**config.mk**
```make
export PLATFORM = sky130hd
export DESIGN_NAME = uart_config_master_flat
export DESIGN_NICKNAME = d
export VERILOG_FILES = /design/src/rtl/uart_cfg_pkg.sv /design/src/rtl/uart_config_master_if.sv /design/src/rtl/uart_config_master.sv /design/src/flat_wrapper.sv
export SDC_FILE = /design/constraint.sdc
export NUM_CORES = 1
export LEC_CHECK = 0
export CAP_MARGIN = 30
export CORE_MARGIN = 2
export CORE_UTILIZATION = 35
export CTS_CLUSTER_DIAMETER = 40
export DETAILED_ROUTE_END_ITERATION = 10
export PLACE_DENSITY_LB_ADDON = 0.08
export SYNTH_ARGS = -nofsm -noshare
export SYNTH_HDL_FRONTEND = slang
export SYNTH_SLANG_ARGS = --single-unit
export TNS_END_PERCENT = 10
```
**constraint.sdc**
```tcl
create_clock -name clk -period 2.55 [get_ports clk]
set_clock_uncertainty 0.15 [all_clocks]
set_input_delay 0.51 -clock clk [delete_from_list [all_inputs] [get_ports clk]]
set_output_delay 0.51 -clock clk [all_outputs]
set_load 0.005 [all_outputs]
```
**src/rtl/uart_cfg_pkg.sv**
```systemverilog
// rtl/uart_cfg_pkg.sv - shared UART configuration byte layout, address and state encoding
// Imported by the config master and the config register block so the byte format lives in one place.
package uart_cfg_pkg;

  localparam logic [1:0] CFG_ADDR  = 2'b01;
  localparam logic [1:0] IDLE_ADDR = 2'b00;

  localparam int STOP_WE  = 6;
  localparam int PAR_WE   = 5;
  localparam int STOP_BIT = 4;
  localparam int PAR_LSB  = 2;

  localparam logic [1:0] PAR_NONE = 2'b00;
  localparam logic [1:0] PAR_ODD  = 2'b01;
  localparam logic [1:0] PAR_EVEN = 2'b10;

  typedef enum logic [1:0] {
    ST_BOOT  = 2'd0,
    ST_IDLE  = 2'd1,
    ST_WRITE = 2'd2
  } cfg_state_e;

  // A field whose write-enable is clear carries zero code bits.
  function automatic logic [7:0] encode_cfg(
    input logic       stop_we,
    input logic       par_we,
    input logic       stop,
    input logic [1:0] par
  );
    logic [7:0] b;
    b                = 8'h00;
    b[STOP_WE]       = stop_we;
    b[PAR_WE]        = par_we;
    b[STOP_BIT]      = stop & stop_we;
    b[PAR_LSB +: 2]  = par & {2{par_we}};
    return b;
  endfunction

endpackage

```
**src/rtl/uart_config_master_if.sv**
```systemverilog
// rtl/uart_config_master_if.sv - host request, config write bus and status signals of the config master
interface uart_config_master_if;
  logic       req_valid;
  logic       req_ready;
  logic       req_parity_en;
  logic [1:0] req_parity;
  logic       req_stop_en;
  logic       req_stop;
  logic       c_valid;
  logic [1:0] c_addr;
  logic [7:0] c_data;
  logic       c_ready;
  logic       busy;
  logic       boot_done;
  logic       err;
  logic       err_clr;

  modport master (
    input  req_valid, req_parity_en, req_parity, req_stop_en, req_stop, c_ready, err_clr,
    output req_ready, c_valid, c_addr, c_data, busy, boot_done, err
  );

  modport slave (
    output req_valid, req_parity_en, req_parity, req_stop_en, req_stop, c_ready, err_clr,
    input  req_ready, c_valid, c_addr, c_data, busy, boot_done, err
  );
endinterface

```
**src/rtl/uart_config_master.sv**
```systemverilog
// rtl/uart_config_master.sv - writes the default UART config after reset, then serves host set-parity/stop requests
// One write in flight at a time; a write without c_ready for TIMEOUT_CYCLES cycles is abandoned and flagged in err.
module uart_config_master
  import uart_cfg_pkg::*;
#(
  parameter int unsigned TIMEOUT_CYCLES = 16,
  parameter logic [1:0]  DEFAULT_PARITY = PAR_NONE,
  parameter logic        DEFAULT_STOP   = 1'b0
) (
  input logic                  clk,
  input logic                  rst,
  uart_config_master_if.master bus
);

  localparam int unsigned   CW       = (TIMEOUT_CYCLES > 2) ? $clog2(TIMEOUT_CYCLES) : 1;
  localparam logic [CW-1:0] CNT_LAST = CW'(TIMEOUT_CYCLES - 1);

  cfg_state_e    r_state,     w_state;
  logic          r_c_valid,   w_c_valid;
  logic [1:0]    r_c_addr,    w_c_addr;
  logic [7:0]    r_c_data,    w_c_data;
  logic          r_req_ready, w_req_ready;
  logic          r_busy,      w_busy;
  logic          r_boot_done, w_boot_done;
  logic          r_boot_flag, w_boot_flag;
  logic          r_err,       w_err;
  logic [CW-1:0] r_cnt,       w_cnt;
  logic          w_done;

  always_ff @(posedge clk or negedge rst) begin
    if (!rst) begin
      r_state     <= ST_BOOT;
      r_c_valid   <= 1'b0;
      r_c_addr    <= IDLE_ADDR;
      r_c_data    <= 8'h00;
      r_req_ready <= 1'b0;
      r_busy      <= 1'b1;
      r_boot_done <= 1'b0;
      r_boot_flag <= 1'b0;
      r_err       <= 1'b0;
      r_cnt       <= '0;
    end else begin
      r_state     <= w_state;
      r_c_valid   <= w_c_valid;
      r_c_addr    <= w_c_addr;
      r_c_data    <= w_c_data;
      r_req_ready <= w_req_ready;
      r_busy      <= w_busy;
      r_boot_done <= w_boot_done;
      r_boot_flag <= w_boot_flag;
      r_err       <= w_err;
      r_cnt       <= w_cnt;
    end
  end

  always_comb begin
    w_state     = r_state;
    w_c_valid   = r_c_valid;
    w_c_addr    = r_c_addr;
    w_c_data    = r_c_data;
    w_req_ready = r_req_ready;
    w_busy      = r_busy;
    w_boot_done = r_boot_done;
    w_boot_flag = r_boot_flag;
    w_err       = r_err & ~bus.err_clr;
    w_cnt       = r_cnt;
    w_done      = 1'b0;

    case (r_state)
      ST_BOOT: begin
        w_state     = ST_WRITE;
        w_c_valid   = 1'b1;
        w_c_addr    = CFG_ADDR;
        w_c_data    = encode_cfg(1'b1, 1'b1, DEFAULT_STOP, DEFAULT_PARITY);
        w_req_ready = 1'b0;
        w_busy      = 1'b1;
        w_boot_flag = 1'b1;
        w_cnt       = '0;
      end

      ST_IDLE: begin
        w_req_ready = 1'b1;
        w_busy      = 1'b0;
        // A request with no field enabled is consumed without touching the bus.
        if (bus.req_valid && r_req_ready && (bus.req_parity_en || bus.req_stop_en)) begin
          w_state     = ST_WRITE;
          w_c_valid   = 1'b1;
          w_c_addr    = CFG_ADDR;
          w_c_data    = encode_cfg(bus.req_stop_en, bus.req_parity_en,
                                   bus.req_stop, bus.req_parity);
          w_req_ready = 1'b0;
          w_busy      = 1'b1;
          w_boot_flag = 1'b0;
          w_cnt       = '0;
        end
      end

      ST_WRITE: begin
        if (r_c_valid && bus.c_ready) begin
          w_done = 1'b1;
        end else if (r_cnt == CNT_LAST) begin
          // Timeout set takes priority over a simultaneous err_clr.
          w_done = 1'b1;
          w_err  = 1'b1;
        end else begin
          w_cnt = r_cnt + 1'b1;
        end

        if (w_done) begin
          w_state     = ST_IDLE;
          w_c_valid   = 1'b0;
          w_c_addr    = IDLE_ADDR;
          w_c_data    = 8'h00;
          w_req_ready = 1'b1;
          w_busy      = 1'b0;
          w_boot_done = r_boot_done | r_boot_flag;
          w_boot_flag = 1'b0;
          w_cnt       = '0;
        end
      end

      default: begin
        w_state = ST_BOOT;
      end
    endcase
  end

  assign bus.c_valid   = r_c_valid;
  assign bus.c_addr    = r_c_addr;
  assign bus.c_data    = r_c_data;
  assign bus.req_ready = r_req_ready;
  assign bus.busy      = r_busy;
  assign bus.boot_done = r_boot_done;
  assign bus.err       = r_err;

endmodule

```
**src/flat_wrapper.sv**
```systemverilog
// flat-port wrapper written by rule: the top's interface ports become plain ports
module uart_config_master_flat import uart_cfg_pkg::*;
#(
  parameter int unsigned TIMEOUT_CYCLES = 16,
  parameter logic [1:0]  DEFAULT_PARITY = PAR_NONE,
  parameter logic        DEFAULT_STOP   = 1'b0
)
  (clk, rst, bus_req_valid, bus_req_parity_en, bus_req_parity, bus_req_stop_en, bus_req_stop, bus_c_ready, bus_err_clr, bus_req_ready, bus_c_valid, bus_c_addr, bus_c_data, bus_busy, bus_boot_done, bus_err);
  uart_config_master_if bus_i ();
  input logic clk;
  input logic rst;
  input wire logic [$bits(bus_i.req_valid)-1:0] bus_req_valid;
  input wire logic [$bits(bus_i.req_parity_en)-1:0] bus_req_parity_en;
  input wire logic [$bits(bus_i.req_parity)-1:0] bus_req_parity;
  input wire logic [$bits(bus_i.req_stop_en)-1:0] bus_req_stop_en;
  input wire logic [$bits(bus_i.req_stop)-1:0] bus_req_stop;
  input wire logic [$bits(bus_i.c_ready)-1:0] bus_c_ready;
  input wire logic [$bits(bus_i.err_clr)-1:0] bus_err_clr;
  output wire logic [$bits(bus_i.req_ready)-1:0] bus_req_ready;
  output wire logic [$bits(bus_i.c_valid)-1:0] bus_c_valid;
  output wire logic [$bits(bus_i.c_addr)-1:0] bus_c_addr;
  output wire logic [$bits(bus_i.c_data)-1:0] bus_c_data;
  output wire logic [$bits(bus_i.busy)-1:0] bus_busy;
  output wire logic [$bits(bus_i.boot_done)-1:0] bus_boot_done;
  output wire logic [$bits(bus_i.err)-1:0] bus_err;
  assign bus_i.req_valid = bus_req_valid;
  assign bus_i.req_parity_en = bus_req_parity_en;
  assign bus_i.req_parity = bus_req_parity;
  assign bus_i.req_stop_en = bus_req_stop_en;
  assign bus_i.req_stop = bus_req_stop;
  assign bus_i.c_ready = bus_c_ready;
  assign bus_i.err_clr = bus_err_clr;
  assign bus_req_ready = bus_i.req_ready;
  assign bus_c_valid = bus_i.c_valid;
  assign bus_c_addr = bus_i.c_addr;
  assign bus_c_data = bus_i.c_data;
  assign bus_busy = bus_i.busy;
  assign bus_boot_done = bus_i.boot_done;
  assign bus_err = bus_i.err;
  uart_config_master #(.TIMEOUT_CYCLES(TIMEOUT_CYCLES), .DEFAULT_PARITY(DEFAULT_PARITY), .DEFAULT_STOP(DEFAULT_STOP)) u_core (.clk(clk), .rst(rst), .bus(bus_i));
endmodule
```
==> summary.txt, run 1 <==
Floorplanning
  • Total core area: 0.00248 mm2
  • Die Ht: 54.9 um
  • Initial Utilization: 36.6%
  • Die X-Extent: ~55 um
  • # IOs: 25
  • Rows: 18
  • Die ar.: 0.00302 mm2

Critical path
  • R2R depth: 6
  • Max FO, Critical Path: 10
  • CP cell instances: clkdlybuf4s50_1 -> o211ai_1 -> a21o_1 -> or4_1 -> o21ai_1
  • Setup crit start kind: input port
  • Buffers & Inverters on Critical Path: 1
  • Max stage delay cell, worst path: clkdlybuf4s50_1
  • Arr. time, crit path: 2.08 ns
  • CP top delay family: compound AO/OA/AOI/OAI gates
  • Worst endpoint required time: 2.62 ns
  • Kind of critical path: in2reg
  • Reg-to-reg setup timing slack: 0.58 ns
  • CP endpoint kind: flip-flop
  • FF-to-FF End: u_core.bus.c_data[5]
  • Reg-to-Reg Start: u_core.r_state[0]
  • CP max stage delay: 0.54 ns

Clocking
  • Clk Latency, worst-skew pair: 0.30 ns
  • TritonCTS clock tree: built
  • Hold_buf cts: 0
  • Clk sinks: 17
  • Root Buffer Master: clkbuf_4
  • CTS buffer count: 3
  • # resized after CTS: 0
  • CTS Buffer Depth: 2
  • Htree depth: 1
  • Reg clk slew, reported paths: approximately 0.12 ns
  • Post CTS Setup Buffer Count: 0

Global route
  • Gr ovfl total: 0
  • Largest net degree at the start of global routing: 18
  • Initial antenna violation count: 0
  • Global-route wire length before repair: 2.82 mm
  • Gr usage total: a little over an eighth
  • Vias in the first global route: 586

Route
  • WL per Instance: 13.2 um
  • Final WL: between 1.5 and 2 mm
  • Drt initial violations: 5
  • Via-to-Cell Ratio: 5.10
  • Drt drc: 0
  • Antenna viol nets, final: 0
  • DRT Pass-1 Iters: 4
  • Vias: 729

Worst hold path
  • Hold EP: u_core.bus.boot_done
  • Hold path depth: 1
  • Worst Min Path Start: u_core.bus.boot_done
  • Hold WC Path Type: reg2reg

Logic synthesis
  • Synth unique cells: 33
  • Syn avg cell area: roughly 9.8 um2
  • Mapped cell area: roughly 910 um2
  • Post-synth top area share: 44.1%
  • Largest area contributor in the netlist: dfrtp_1
  • Synth async-reset ratio: 100%
  • Post-synthesis sequential area ratio: a little under half
  • EDFF count, synth: 0
  • Syn Inst Count: 93
  • #FFs+latches synth: 17
  • Synth warn: 0
  • Commonest cells post-synth: dfrtp_1, nand2_1, o21ai_0
  • Top post-synthesis cells by area: dfrtp_1, ha_1, o21ai_0, nand2_1, o21ai_1
  • Dominant synthesized flop cell: dfrtp_1
  • Count leader, synth: dfrtp_1

Flow run
  • Max Cap Viol: 0

Layout
  • Share of the core filled with cells: around 46%
  • Layout net count: between 100 and 150
  • Layout area overhead: 25.0%
  • Fillers: about 260
  • Antenna cells: 0
  • Share of layout cells above drive strength 1: between 9 and 10%

Pwr
  • Leak: 0.481 nW
  • Cell Pwr Density: roughly 1000 mW/mm2
  • VDD IR max: between 600 and 700 uV

Timing
  • Minimum clock period after layout: 2.01 ns
  • Final worst setup slack: 0.543 ns
  • Max-slew violation count: 0
  • Period Utilization, post-route: 78.7%
  • Max Fclk: around 0.5 GHz
  • RSZ-0062 raised after global routing: no
  • Setup_tns: 0 ns
  • Final Hold Fails: 0
  • Hold_ws: 0.327 ns
  • Setup violations, final: 0

Placement
  • HPWL reported at the end of detailed placement: 1.35 mm
  • Port buffer count: 20
  • DP Worst Slack: between 0.2 and 0.3 ns
  • RePlAce Congestion: 0.776

Status
  • Status: complete, no violations
==> area by class of cell <==
cell class                      count  area (um2)  area share [%]
Sequential cell                    17         427            37.6
Multi-Input combinational cell     67         419            37.0
Timing Repair Buffer               21         208            18.3
Tap cell                           30        37.5            3.31
Clock buffer                        3        22.5            1.99
Inverter                            4        15.0            1.32
Clock inverter                      1        5.00           0.442
==> layer usage <==
metal	up-vias	share of wire [%]	track usage, %
met5	-	0	0
met4	0	1.1	6.10
met3	2	3.5	2.69
li1	366	-	-
met1	349	54	21.5
met2	12	41	17.1
==> cell usage in the layout (no fill, tap or decap), types with 2 or more instances in the layout <==
cell type and count:
clkdlybuf4s50_1 20, dfrtp_1 16, nand2_1 11, o21ai_0 9
o21ai_1 8, ha_1 5, inv_1 4, nor2_1 4
conb_1 4, a21oi_1 3, nand4_1 3, clkbuf_4 3
or4_1 2, nand3b_1 2
==> cells by family (layout without fill, tap and decap cells) <==
kind of cell,after synthesis,after routing,synth area share [%]
AOI/OAI and AO/OA,31,31,22.1
adders and majority gates,5,5,6.90
buffers and inverters,12,29,8.00
DFF,17,17,47.0
other,1,4,0.413
and+or+nand+nor,27,27,15.6
==> state kept, by name, indices dropped and copies added, names as in the netlist <==
name	cells
u_core.bus.c_valid	1
u_core.bus.c_data	5
u_core.bus.boot_done	1
u_core.bus.err	1
u_core.bus.busy	1
u_core.r_boot_flag	1
u_core.r_cnt	4
u_core.bus.req_ready	1
u_core.r_state	2
==> power breakdown <==
group	total, mW	internal, mW	switching, mW
sequential	0.432	0.367	0.0650
clock	0.152	0.0583	0.0939
combinational	0.600	0.292	0.308
total	1.18	0.718	0.467
==> how the worst max path moves through the flow <==
| stage | startpoint | endpoint | slack, ns | cells after the start |
|---|---|---|---|---|
| after global routing | bus_req_parity_en | u_core.r_cnt[3] | 0.45 | 5 |
| after floorplan | u_core.r_state[0] | u_core.r_state[1] | 0.69 | 7 |
| final | bus_req_parity_en | u_core.r_cnt[3] | 0.54 | 5 |
| after CTS | bus_req_parity_en | u_core.r_cnt[3] | 0.55 | 5 |
| after detailed placement | bus_req_parity_en | u_core.r_cnt[3] | 0.25 | 5 |
| after global placement | bus_req_parity_en | u_core.r_cnt[3] | 0.29 | 5 |
==> stage by stage <==
step | total power [mW] | instance area, um2 | std cells
2_1_floorplan | 0.839 | 918 | 96
3_3_place_gp | 1.03 | 1110 | 139
3_5_place_dp | 1.04 | 1110 | 139
4_1_cts | 1.19 | 1130 | 143
5_1_grt | 1.28 | 1130 | 143
6_report | 1.18 | 1130 | 143
Note: power is estimated with default switching activity, not from simulation.
==> run 2, diff against run 1 <==
clock period = 1.7 ns   (was 2.55 ns; I/O delays follow)
==> run 2 against run 1 <==
- register-to-register slack worse by 0.58 ns
- highest routed layer unchanged
- combinational power is 82% higher
- clock power is 45% higher
- worst setup slack worse by 0.54 ns
- final cell count is 11% higher
- non-clock buffer count is 16 higher
- die area stayed put
- via count is 4.4% higher
- count of clock-buffer cells in the layout is 1 higher
==> summary.txt, run 2 (synthesized netlist as in run 1, its figures left out) <==
Status
  • Status: complete, no violations

Layout
  • Fillers: 246 (-4.3%)
  • Share of layout cells above drive strength 1: 26.4% (+17 points)
  • Commonest non-fill, non-tap cells in the layout: buf_4, dfrtp_1, nand2_1
  • Finished Layout Cells: 159 (+11%)
  • Layout area overhead: 42.5%
  • Most common cell after layout, fill and taps aside: buf_4
  • Layout net count: 145 (+12%)
  • Antenna cells: 0 (unchanged)
  • Max reg flops: 5 (unchanged)

Critical path
  • CP top delay family: simple AND/OR/NAND/NOR gates
  • CP startpoint: u_core.r_state[0]
  • Reg-to-reg setup timing slack: 0.005 ns (-0.58 ns)
  • Reg-to-Reg Start: u_core.r_state[0]
  • Arr. time, crit path: 1.77 ns (-0.31 ns)
  • CP max stage delay: 0.46 ns (-0.08 ns)
  • Buffers & Inverters on Critical Path: 1 (unchanged)
  • Kind of critical path: reg2reg
  • Max stage delay cell, worst path: or4_1
  • Max FO, Critical Path: 7 (-3)
  • R2R depth: 5 (-1)
  • Worst endpoint required time: 1.78 ns (-0.84 ns)
  • FF-to-FF End: u_core.r_cnt[3]
  • CP cell instances: buf_4 -> ha_4 -> a21o_1 -> or4_1 -> o21ai_1
  • Setup crit start kind: flip-flop
  • CP endpoint kind: flip-flop

Global route
  • Global-route wire length before repair: 3.44 mm (+22%)
  • Gr usage total: 16.6% (+3.1 points)
  • Gr ovfl total: 0 (unchanged)
  • Vias in the first global route: 726 (+24%)
  • Largest net degree at the start of global routing: 18 (unchanged)
  • Initial antenna violation count: 0 (unchanged)

Route
  • Final WL: 2.09 mm (+11%)
  • DRT Pass-1 Iters: 4 (unchanged)
  • Antenna viol nets, final: 0 (unchanged)
  • WL per Instance: 13.1 um (-0.31%)
  • Via-to-Cell Ratio: 4.79 (-6.1%)
  • Drt drc: 0 (unchanged)
  • Vias: 761 (+4.4%)
  • Drt initial violations: 13 (+8)

Floorplanning
  • # IOs: 25 (unchanged)
  • Total core area: 0.00248 mm2 (unchanged)
  • Die X-Extent: 54.9 um (unchanged)
  • Initial Utilization: 36.6% (unchanged)
  • Die ar.: 0.00302 mm2 (unchanged)
  • Rows: 18 (unchanged)
  • Die Ht: 54.9 um (unchanged)

Timing
  • Max Fclk: 0.590 GHz
  • Setup violations, final: 0 (unchanged)
  • RSZ-0062 raised after global routing: yes
  • Hold_ws: 0.209 ns (-0.117 ns)
  • Period Utilization, post-route: 99.7%
  • Max-slew violation count: 0 (unchanged)
  • Minimum clock period after layout: around 1.7 ns
  • Final Hold Fails: 0 (unchanged)

Pwr
  • Leak: 0.631 nW (+31%)
  • VDD IR max: 873 uV (+36%)
  • Cell Pwr Density: 1530 mW/mm2 (+46%)
  • Overall Power: 1.97 mW (+67%)

Clocking
  • Root Buffer Master: clkbuf_4
  • Clk sinks: 17 (unchanged)
  • Post CTS Setup Buffer Count: 0 (unchanged)
  • Reg clk slew, reported paths: 0.10 ns (-0.02 ns)
  • Clk Latency, worst-skew pair: 0.30 ns (about the same)
  • CTS Buffer Depth: 2 (unchanged)
  • TritonCTS clock tree: built
  • Hold_buf cts: 0 (unchanged)
  • CTS buffer count: 3 (unchanged)
  • Htree depth: 1 (unchanged)

Flow run
  • Max Cap Viol: 0 (unchanged)

Placement
  • RePlAce Congestion: 0.797 (+2.7%)
  • Port buffer count: 20 (unchanged)
  • HPWL reported at the end of detailed placement: 1.55 mm (+15%)
  • Placed instance count: 155 (+12%)

Worst hold path
  • Hold WC Path Type: in2async
-- run 2: area by class of cell --
type / count / area, um2 / area share, %
repair buffers: 37 / 334 / 25.8
well taps: 30 / 37.5 / 2.90
clock buffers: 4 / 26.3 / 2.03
flip-flops and latches: 17 / 429 / 33.2
inverters: 4 / 15.0 / 1.16
multi-input cells: 67 / 450 / 34.8
-- run 2: timing repair --
action | CTS | global route
gates resized for setup | 13 | 7
endpoints found under the hold margin | 0 | 0
pin swaps | 3 | 4
gates cloned | 0 | 0
endpoints found under the setup margin | 13 | 17
-- run 2: routing by layer --
layer	track usage [%]	routed length (um)
met1	21.9	958
met2	25.6	1010
met3	5.91	101
met4	4.88	19
met5	0	0
-- run 2: through the flow --
step / TNS [ns] / instance area (um2) / worst slack (ns) / util, %
floorplan: -0.0347 / 927 / -0.0153 / -
global route: -0.437 / 1290 / -0.0783 / 52.2
global placement: -3.12 / 1230 / -0.270 / 49.7
finish: 0 / 1290 / 0.00491 / 52.2
detailed placement: -3.29 / 1230 / -0.294 / 49.7
CTS: 0 / 1280 / 0.00106 / 51.7
-- run 2: how the worst max path moves through the flow --
stage	to	slack, ns	depth (start not counted)
after detailed placement	u_core.bus.c_data[3]	-0.29	5
after global placement	u_core.bus.c_data[6]	-0.27	5
after floorplan	u_core.r_state[1]	-0.02	7
final	u_core.r_cnt[3]	0.005	5
after global routing	u_core.r_cnt[3]	-0.08	5
after CTS	u_core.r_cnt[3]	0.001	5
-- run 2: power by group --
group          total, mW  leakage [nW]  switching, mW  internal (mW)
Sequential         0.662         0.213          0.107          0.555
Combinational       1.09         0.403          0.510          0.580
Clock              0.221        0.0150          0.130         0.0916
